### src/rtl/gcd_pkg.sv
// Shared FSM state encoding and mode constants for the GCD unit.
package gcd_pkg;

    typedef logic [1:0] gcd_state_t;

    localparam gcd_state_t IDLE = 2'd0;
    localparam gcd_state_t CALC = 2'd1;
    localparam gcd_state_t DONE = 2'd2;

    localparam logic MODE_SUB = 1'b0;
    localparam logic MODE_BIN = 1'b1;

endpackage

### src/rtl/gcd_step.sv
// One combinational GCD iteration: subtractive Euclid or binary (Stein) step,
// plus the termination test and the final result for the current operands.
module gcd_step
    import gcd_pkg::*;
#(
    parameter int WIDTH = 16,
    parameter int K_W   = 5
) (
    input  logic [WIDTH-1:0] a_i,
    input  logic [WIDTH-1:0] b_i,
    input  logic [K_W-1:0]   k_i,
    input  logic             mode_i,
    output logic [WIDTH-1:0] a_o,
    output logic [WIDTH-1:0] b_o,
    output logic [K_W-1:0]   k_o,
    output logic             term_o,
    output logic [WIDTH-1:0] result_o
);

    always_comb begin
        a_o      = a_i;
        b_o      = b_i;
        k_o      = k_i;
        term_o   = 1'b0;
        result_o = '0;
        if (mode_i == MODE_SUB) begin
            if (a_i == '0) begin
                term_o   = 1'b1;
                result_o = b_i;
            end else if ((b_i == '0) || (a_i == b_i)) begin
                term_o   = 1'b1;
                result_o = a_i;
            end else if (a_i > b_i) begin
                a_o = a_i - b_i;
            end else begin
                b_o = b_i - a_i;
            end
        end else begin
            // k only counts shared factors of two, so the final shift fits WIDTH.
            if (a_i == '0) begin
                term_o   = 1'b1;
                result_o = b_i << k_i;
            end else if ((b_i == '0) || (a_i == b_i)) begin
                term_o   = 1'b1;
                result_o = a_i << k_i;
            end else if (!a_i[0] && !b_i[0]) begin
                a_o = a_i >> 1;
                b_o = b_i >> 1;
                k_o = k_i + 1'b1;
            end else if (!a_i[0]) begin
                a_o = a_i >> 1;
            end else if (!b_i[0]) begin
                b_o = b_i >> 1;
            end else if (a_i > b_i) begin
                a_o = a_i - b_i;
            end else begin
                b_o = b_i - a_i;
            end
        end
    end

endmodule

### src/rtl/gcd_unit.sv
// Iterative GCD engine with valid/ready handshakes on both sides; one step per
// CALC cycle, result held in DONE until the consumer takes it.
module gcd_unit
    import gcd_pkg::*;
#(
    parameter int WIDTH = 16,
    parameter int CNT_W = 8
) (
    input  logic             clk,
    input  logic             rst_n,
    input  logic             in_valid,
    output logic             in_ready,
    input  logic [WIDTH-1:0] a_in,
    input  logic [WIDTH-1:0] b_in,
    input  logic             mode,
    output logic             out_valid,
    input  logic             out_ready,
    output logic [WIDTH-1:0] gcd_out,
    output logic [CNT_W-1:0] iter_out,
    output logic             busy
);

    localparam int K_W = $clog2(WIDTH) + 1;

    gcd_state_t       state_q, state_d;
    logic [WIDTH-1:0] a_q, a_d, b_q, b_d, res_q, res_d;
    logic [K_W-1:0]   k_q, k_d;
    logic [CNT_W-1:0] cnt_q, cnt_d;
    logic             mode_q, mode_d;

    logic [WIDTH-1:0] step_a, step_b, step_result;
    logic [K_W-1:0]   step_k;
    logic             step_term;

    gcd_step #(
        .WIDTH (WIDTH),
        .K_W   (K_W)
    ) u_step (
        .a_i      (a_q),
        .b_i      (b_q),
        .k_i      (k_q),
        .mode_i   (mode_q),
        .a_o      (step_a),
        .b_o      (step_b),
        .k_o      (step_k),
        .term_o   (step_term),
        .result_o (step_result)
    );

    always_comb begin
        state_d = state_q;
        a_d     = a_q;
        b_d     = b_q;
        k_d     = k_q;
        cnt_d   = cnt_q;
        mode_d  = mode_q;
        res_d   = res_q;
        case (state_q)
            IDLE: begin
                if (in_valid) begin
                    a_d     = a_in;
                    b_d     = b_in;
                    mode_d  = mode;
                    k_d     = '0;
                    cnt_d   = '0;
                    state_d = CALC;
                end
            end
            CALC: begin
                if (step_term) begin
                    res_d   = step_result;
                    state_d = DONE;
                end else begin
                    a_d   = step_a;
                    b_d   = step_b;
                    k_d   = step_k;
                    cnt_d = (cnt_q == '1) ? cnt_q : cnt_q + 1'b1;
                end
            end
            DONE: begin
                if (out_ready) begin
                    state_d = IDLE;
                end
            end
            default: state_d = IDLE;
        endcase
    end

    always_ff @(posedge clk or negedge rst_n) begin
        if (!rst_n) begin
            state_q <= IDLE;
            a_q     <= '0;
            b_q     <= '0;
            k_q     <= '0;
            cnt_q   <= '0;
            mode_q  <= MODE_SUB;
            res_q   <= '0;
        end else begin
            state_q <= state_d;
            a_q     <= a_d;
            b_q     <= b_d;
            k_q     <= k_d;
            cnt_q   <= cnt_d;
            mode_q  <= mode_d;
            res_q   <= res_d;
        end
    end

    // Outputs decode directly from state so reset clears them without a clock.
    assign in_ready  = (state_q == IDLE);
    assign out_valid = (state_q == DONE);
    assign busy      = (state_q == CALC) || (state_q == DONE);
    assign gcd_out   = out_valid ? res_q : '0;
    assign iter_out  = out_valid ? cnt_q : '0;

endmodule

### config.mk
export PLATFORM = sky130hd
export DESIGN_NAME = gcd_unit
export DESIGN_NICKNAME = d
export VERILOG_FILES = /design/src/rtl/gcd_pkg.sv /design/src/rtl/gcd_step.sv /design/src/rtl/gcd_unit.sv
export SDC_FILE = /design/constraint.sdc
export NUM_CORES = 1
export LEC_CHECK = 0
export ABC_AREA = 1
export BUFFER_PORTS_ARGS = -buffer_cell sky130_fd_sc_hd__buf_2
export CAP_MARGIN = 20
export CORE_MARGIN = 2
export CORE_UTILIZATION = 50
export CTS_CLUSTER_SIZE = 40
export DETAILED_ROUTE_END_ITERATION = 12
export GPL_TIMING_DRIVEN = 0
export PLACE_DENSITY = 0.69
export SLEW_MARGIN = 25
export SYNTH_ARGS = -nofsm -noshare
export SYNTH_HDL_FRONTEND = slang
export SYNTH_SLANG_ARGS = --single-unit
### constraint.sdc
create_clock -name clk -period 3.75 [get_ports clk]
set_input_delay 0.5625 -clock clk [delete_from_list [all_inputs] [get_ports clk]]
set_output_delay 0.5625 -clock clk [all_outputs]
set_load 0.01 [all_outputs]
==> results of run 1 <==
-- power breakdown --
part	internal, mW	switching [mW]	leakage [nW]
Sequential	0.920	0.425	0.826
Combinational	2.06	4.61	3.66
Clock	0.468	0.364	0.135
-- sequential cells by signal (all words and copies together), names as in the netlist --
| signal | cells |
|---|---|
| a_q | 16 |
| k_q | 5 |
| mode_q | 1 |
| res_q | 16 |
| state_q | 2 |
| cnt_q | 8 |
| b_q | 16 |
-- synthesized netlist by cell type, types with 2 or more instances --
| master | n |
|---|---|
| nand2_4 | 8 |
| o21ai_1 | 2 |
| nand4_1 | 12 |
| clkinv_1 | 3 |
| o211ai_1 | 16 |
| and2_1 | 2 |
| nor3_1 | 4 |
| nand2_1 | 501 |
| dfrtp_1 | 64 |
| a21oi_1 | 42 |
| nand2_2 | 8 |
| nor2_8 | 2 |
| o31ai_1 | 8 |
| a21boi_0 | 3 |
| fa_1 | 2 |
| a31oi_1 | 6 |
| or2_2 | 3 |
| o22ai_1 | 5 |
| o21ai_0 | 108 |
| buf_6 | 4 |
| nor2_2 | 2 |
| o21a_1 | 2 |
| inv_1 | 158 |
| nor2_1 | 72 |
| nand3_1 | 105 |
| ha_1 | 38 |
| a32oi_1 | 3 |
| o21ai_2 | 3 |
| buf_2 | 13 |
| buf_4 | 4 |
| a21boi_1 | 2 |
| xnor2_1 | 9 |
| inv_2 | 12 |
| clkbuf_1 | 36 |
| xor2_1 | 13 |
-- layer usage --
| metal | vias to the layer above | part of all wire [%] |
|---|---|---|
| li1 | 4222 | - |
| met1 | 3914 | 41 |
| met2 | 453 | 46 |
| met3 | 89 | 7.7 |
| met4 | 0 | 5.4 |
| met5 | - | 0 |
-- cell type report --
type                            count  area share, %
Multi-Input combinational cell    991           59.3
Sequential cell                    64           19.3
Inverter                          173           7.83
Timing Repair Buffer               64           4.07
Buffer                             58           3.36
Clock buffer                       10           2.88
Tap cell                          184           2.77
Clock inverter                      6          0.513
-- worst max path at each step --
stage | from | endpoint | slack (ps) | cells past startpoint
4_1_cts | a_q[0]$_DFFE_PN0P_ | a_q[12]$_DFFE_PN0P_ | 560 | 17
6_report | a_q[0]$_DFFE_PN0P_ | a_q[12]$_DFFE_PN0P_ | 440 | 17
3_3_place_gp | a_q[0]$_DFFE_PN0P_ | a_q[12]$_DFFE_PN0P_ | 550 | 17
2_1_floorplan | a_q[0]$_DFFE_PN0P_ | b_q[15]$_DFFE_PN0P_ | 1430 | 16
3_5_place_dp | a_q[0]$_DFFE_PN0P_ | a_q[12]$_DFFE_PN0P_ | 570 | 17
5_1_grt | a_q[0]$_DFFE_PN0P_ | b_q[0]$_DFFE_PN0P_ | 290 | 17
-- stage by stage --
step | setup slack, ps | instances | util [%] | total power, mW | instance area (sq um)
after CTS | 556 | 1550 | 57.1 | 8.66 | 8300
after global routing | 291 | 1550 | 57.1 | 9.61 | 8300
after floorplan | 1430 | 1286 | - | 5.88 | 7450
after detailed placement | 574 | 1534 | 55.1 | 7.80 | 8020
after global placement | 552 | 1533 | 55.0 | 7.75 | 7990
final | 440 | 1550 | 57.1 | 8.84 | 8300
-- logic make-up (layout without fill, tap and decap cells) --
kind of cell	after synthesis	after routing	share of synthesized area, %
AOI/OAI and AO/OA	205	205	15.6
xor gates and xnor gates	22	22	2.59
adders and majority gates	40	40	6.92
buffers and inverters	231	311	12.5
DFF	64	64	21.5
muxes	1	1	0.134
and+or+nand+nor	723	723	40.8
==> metrics, run 1 <==
FF/Latch Area between 1500 and 2000 sq um; grt total ovfl 0; Synth Cell Area ~7400 sq um; share of the synthesized area in the top cell type 25.3%; DR WL/cell between 15 and 20 um; CTS buffer count 9; Starting Density 51.2%; # resized after CTS 0; status completed; reg-to-reg critical path startpoint a_q[0]$_DFFE_PN0P_; I/O pin count 64; crit end category flip-flop; CTS Hold Bufs 0; DR iter-0 viols just over 900; worst path cell trace inv_2 -> ha_1 -> inv_1 -> fa_1 -> nand3_1 -> nand3_1 -> nand2_1 -> nand2_1 -> nand2_1 -> nand2_2 -> nand3_1 -> buf_2 -> o21ai_0 -> nand2_1 -> nand2_1 -> nand2_1 -> nand2_1; delay-heaviest family, CP simple AND/OR/NAND/NOR gates; sequential share of the synthesized area between 20% and 30%; layout cells sized above 1 between 10% and 20%; number of global-route vias before repair about 7,800; All-Layer GR Usage about a third; Die Wd between 100 and 150 um; Final Skew 8.78 ps; commonest cells after routing, fill and taps aside nand2_1, inv_1, o21ai_0, nand3_1, buf_2; FF-to-FF path depth 17; FFs w/ async S/R, synth between 90% and 100%; PortBufs between 60 and 70; Seq cells post-synth 64; Die Y 126 um; grt met1 use ~45%; Die ar. approximately 16,000 sq um; RR Endpoint a_q[12]$_DFFE_PN0P_; H-tree Lvls 3; Crit Path Class flip-flop to flip-flop; commonest non-fill, non-tap cell in the layout nand2_1; post-DP HPWL 21,700 um; Worst Path Buf+Inv 3; Fmax achieved about 300 MHz; CTS tree built; Post-Synthesis Cells ~1,300; Worst setup SP type flip-flop; first-pass GRT wire length between 40,000 and 50,000 um; RSZ-0062 raised after global routing no; Pwr Density around 1100 nW/um^2; core area around 15,000 sq um; Final Hold Vio Count 0; area taken by multi-input logic gates 4920 sq um; DRC violations left 0; final antenna-violating net count 0; routed via count approximately 8,700; Global Route met2 Usage a little under three fifths; FP Rows 44; Critical Path Fanout Max 10; Layout area overhead 11.4%; Pins Over Slew Limit 0; DR pass1 iterations 6; initial antenna violation count 0; Final nets roughly 1,400; Detailed Route WL 27,500 um; Post-synth EDFFs 0; final antenna diode count 0; filler instances roughly 1,600; CP max stage cell dfrtp_1; YS warnings 0; VDD IR max approximately 0.53 mV; GP Congestion 1.03; Max-Cap Viols 0; top post-synthesis cells by area nand2_1, dfrtp_1, inv_1; TNS Setup 0 ps; Post-CTS Repair Setup Buffers 0; Syn Area/Cell just under 6 sq um; gr busiest metal met2; Hold WS between 150 and 200 ps; worst-margin pin slew between 700 and 800 ps; most used cell, CP nand2_1; root buffer cell clkbuf_16; Sink Count 64; Post-Syn Nets between 1,000 and 1,500; Yosys top cell by area nand2_1; final worst path period share between 80% and 90%; Worst-Skew Late Latency about 360 ps; M3 GR Usage just under 4%; top_reg_cell synth dfrtp_1; drt via density about 5.6; CP max stage delay 490 ps; Longest Clk Path Bufs 2; largest net degree at the start of global routing 37; Arr. time, crit path around 3600 ps; Leakage 4.62 nW; Max transition margin a little under half; worst path required time around 4000 ps; post-route minimum period 3310 ps; Setup Viol. Count Final 0; number of library cell types mapped by synthesis 46; FF-to-FF setup slack 440 ps; CTS clk-pin slew, worst paths ~60 ps; Worst Hold Class input port to asynchronous set/reset pin
No activity file was read; power rests on OpenSTA's default activity.
==> run 2, diff against run 1 <==
--- a/config.mk
+++ b/config.mk
@@ -9,11 +9,11 @@
 export BUFFER_PORTS_ARGS = -buffer_cell sky130_fd_sc_hd__buf_2
 export CAP_MARGIN = 20
 export CORE_MARGIN = 2
-export CORE_UTILIZATION = 50
+export CORE_UTILIZATION = 67
 export CTS_CLUSTER_SIZE = 40
 export DETAILED_ROUTE_END_ITERATION = 12
 export GPL_TIMING_DRIVEN = 0
-export PLACE_DENSITY = 0.69
+export PLACE_DENSITY = 0.88
 export SLEW_MARGIN = 25
 export SYNTH_ARGS = -nofsm -noshare
 export SYNTH_HDL_FRONTEND = slang
==> metrics, run 2 (synthesis results as in run 1) <==
status completed; top flop regs a_q: 16 flops, b_q: 16 flops, res_q: 16 flops; Finished Layout Cells 1,507 (-2.8%); drt via density 6.15 (+9.8%); Starting Density 68.7% (+17 points); largest net degree at the start of global routing 43 (+16%); root buffer cell clkbuf_8; Final Skew 19.7 ps (+11.0 ps); Max transition margin 51.7% (+3.9 points); core area 10,800 sq um (-25%); H-tree Lvls 3 (unchanged); GP Congestion 1.08 (+4.6%); DRC violations left 0 (unchanged); DR WL/cell 18.7 um (+5.4%); VDD IR max 0.802 mV (+51%); DR iter-0 viols 1,372 (+48%); post-route minimum period 3350 ps (+41.7 ps); Fmax achieved 298 MHz (-1.2%); Layout area overhead 9.83%; crit end category flip-flop; # resized after CTS 0 (unchanged); CTS clk-pin slew, worst paths 90 ps (+30 ps); Die Y 109 um (-13%); final antenna-violating net count 0 (unchanged); Worst setup SP type flip-flop; Top Layer Used met4; Worst Hold Class input port to asynchronous set/reset pin; Pins Over Slew Limit 0 (unchanged); Finished Core Util 75.5% (+18 points); Longest Clk Path Bufs 2 (unchanged); met1 WL 9950 um (-12%); Post-CTS Repair Setup Buffers 0 (unchanged); CTS Hold Bufs 0 (unchanged); Detailed Route WL 28,100 um (+2.5%); FP Rows 38 (-14%); All-Layer GR Usage 49.3% (+15 points); layout cells sized above 1 10.4% (unchanged); worst path required time 4030 ps (+40 ps); Pwr Density 1090 nW/um^2 (+2.3%); Placed Area 7960 sq um (-0.69%); Die Wd 109 um (-13%); Die ar. 12,000 sq um (-25%); Sink Count 64 (unchanged); Routed met3 length 4470 um (+110%); commonest cells after routing, fill and taps aside nand2_1, inv_1, o21ai_0, nand3_1, buf_2; number of global-route vias before repair 8,574 (+9.7%); Final nets 1,438 (unchanged); Worst-Skew Late Latency 400 ps (+40 ps); CTS tree built; placed cell count 1,490 (-2.9%); first-pass GRT wire length 44,100 um (+3.6%); PortBufs 63 (unchanged); Leakage 4.59 nW (-0.58%); TNS Setup 0 ps (unchanged); WL met2 11,500 um (-8.3%); Max-Cap Viols 0 (unchanged); CTS buffer count 9 (unchanged); Crit Path Class flip-flop to flip-flop; Final Hold Vio Count 0 (unchanged); initial antenna violation count 1 (+1); Critical Path Fanout Max 10 (unchanged); I/O pin count 64 (unchanged); RSZ-0062 raised after global routing no; FF-to-FF setup slack 400 ps (-40 ps); commonest non-fill, non-tap cell in the layout nand2_1; DR pass1 iterations 6 (unchanged); final worst path period share 89.4% (+1.1 points); grt total ovfl 0 (unchanged); routed via count 9,262 (+6.7%); Arr. time, crit path 3630 ps (+80 ps); post-DP HPWL 21,200 um (-2.3%); worst-margin pin slew 724 ps (-58.7 ps); Setup Viol. Count Final 0 (unchanged); fin area 8180 sq um (-1.4%)
[run 2: cell types whose count changed in the layout (fill, tap and decap cells not counted), sizes merged]
cell      before  now
clkbuf        46   48
inv          172  170
bufinv         0    1
clkinvlp       2    1
diode          0    1
[run 2: cell type report]
cell class | instances | area (sq um)
Multi-Input combinational cell | 991 | 4920
Fill cell | 894 | 2660
Sequential cell | 64 | 1600
Inverter | 173 | 649
Timing Repair Buffer | 64 | 338
Buffer | 58 | 279
Tap cell | 140 | 175
Clock buffer | 12 | 165
Clock inverter | 4 | 51.3
Antenna cell | 1 | 2.50
[run 2: where the power goes]
part / switching [mW] / internal [mW] / total [mW]
registers: 0.424 / 0.919 / 1.34
logic: 4.83 / 2.06 / 6.89
clock network: 0.328 / 0.361 / 0.689
total: 5.58 / 3.34 / 8.92
[run 2: metrics by stage]
stage	total power, mW	setup WS (ps)	hold slack, ps
after floorplan	5.88	1430	267
after global placement	7.70	591	464
after detailed placement	7.80	596	468
after CTS	8.50	577	82.2
after global routing	9.54	200	96.8
final	8.92	399	62.9
[run 2: worst paths after layout]
path	depth (start not counted)	end	from
worst max-delay path	17	a_q[8]$_DFFE_PN0P_	a_q[0]$_DFFE_PN0P_
worst min-delay path	1	a_q[11]$_DFFE_PN0P_	rst_n
worst max register to register	17	a_q[8]$_DFFE_PN0P_	a_q[0]$_DFFE_PN0P_
worst min register to register	2	res_q[14]$_DFFE_PN0P_	res_q[14]$_DFFE_PN0P_
max in group asynchronous	2	res_q[8]$_DFFE_PN0P_	rst_n
min in group clk	3	mode_q$_DFFE_PN0P_	mode
[run 2: worst max-delay path, cell delays in order, from the launching register on]
cell and delay, ps:
dfrtp_1 500, inv_2 240, ha_1 220, inv_1 120
fa_1 450, nand3_1 100, nand3_1 180, nand2_1 120
nand2_1 90, nand2_1 80, nand2_2 130, nand3_1 270
buf_2 320, o21ai_0 110, nand2_1 70, nand2_1 80
nand2_1 70, nand2_1 50
[run 2: per-layer routing]
layer / vias to the layer above / track usage (%)
met4: 0 / 29.7
met3: 223 / 19.6
li1: 4218 / -
met2: 793 / 72.1
met5: - / 0
met1: 4028 / 60.7
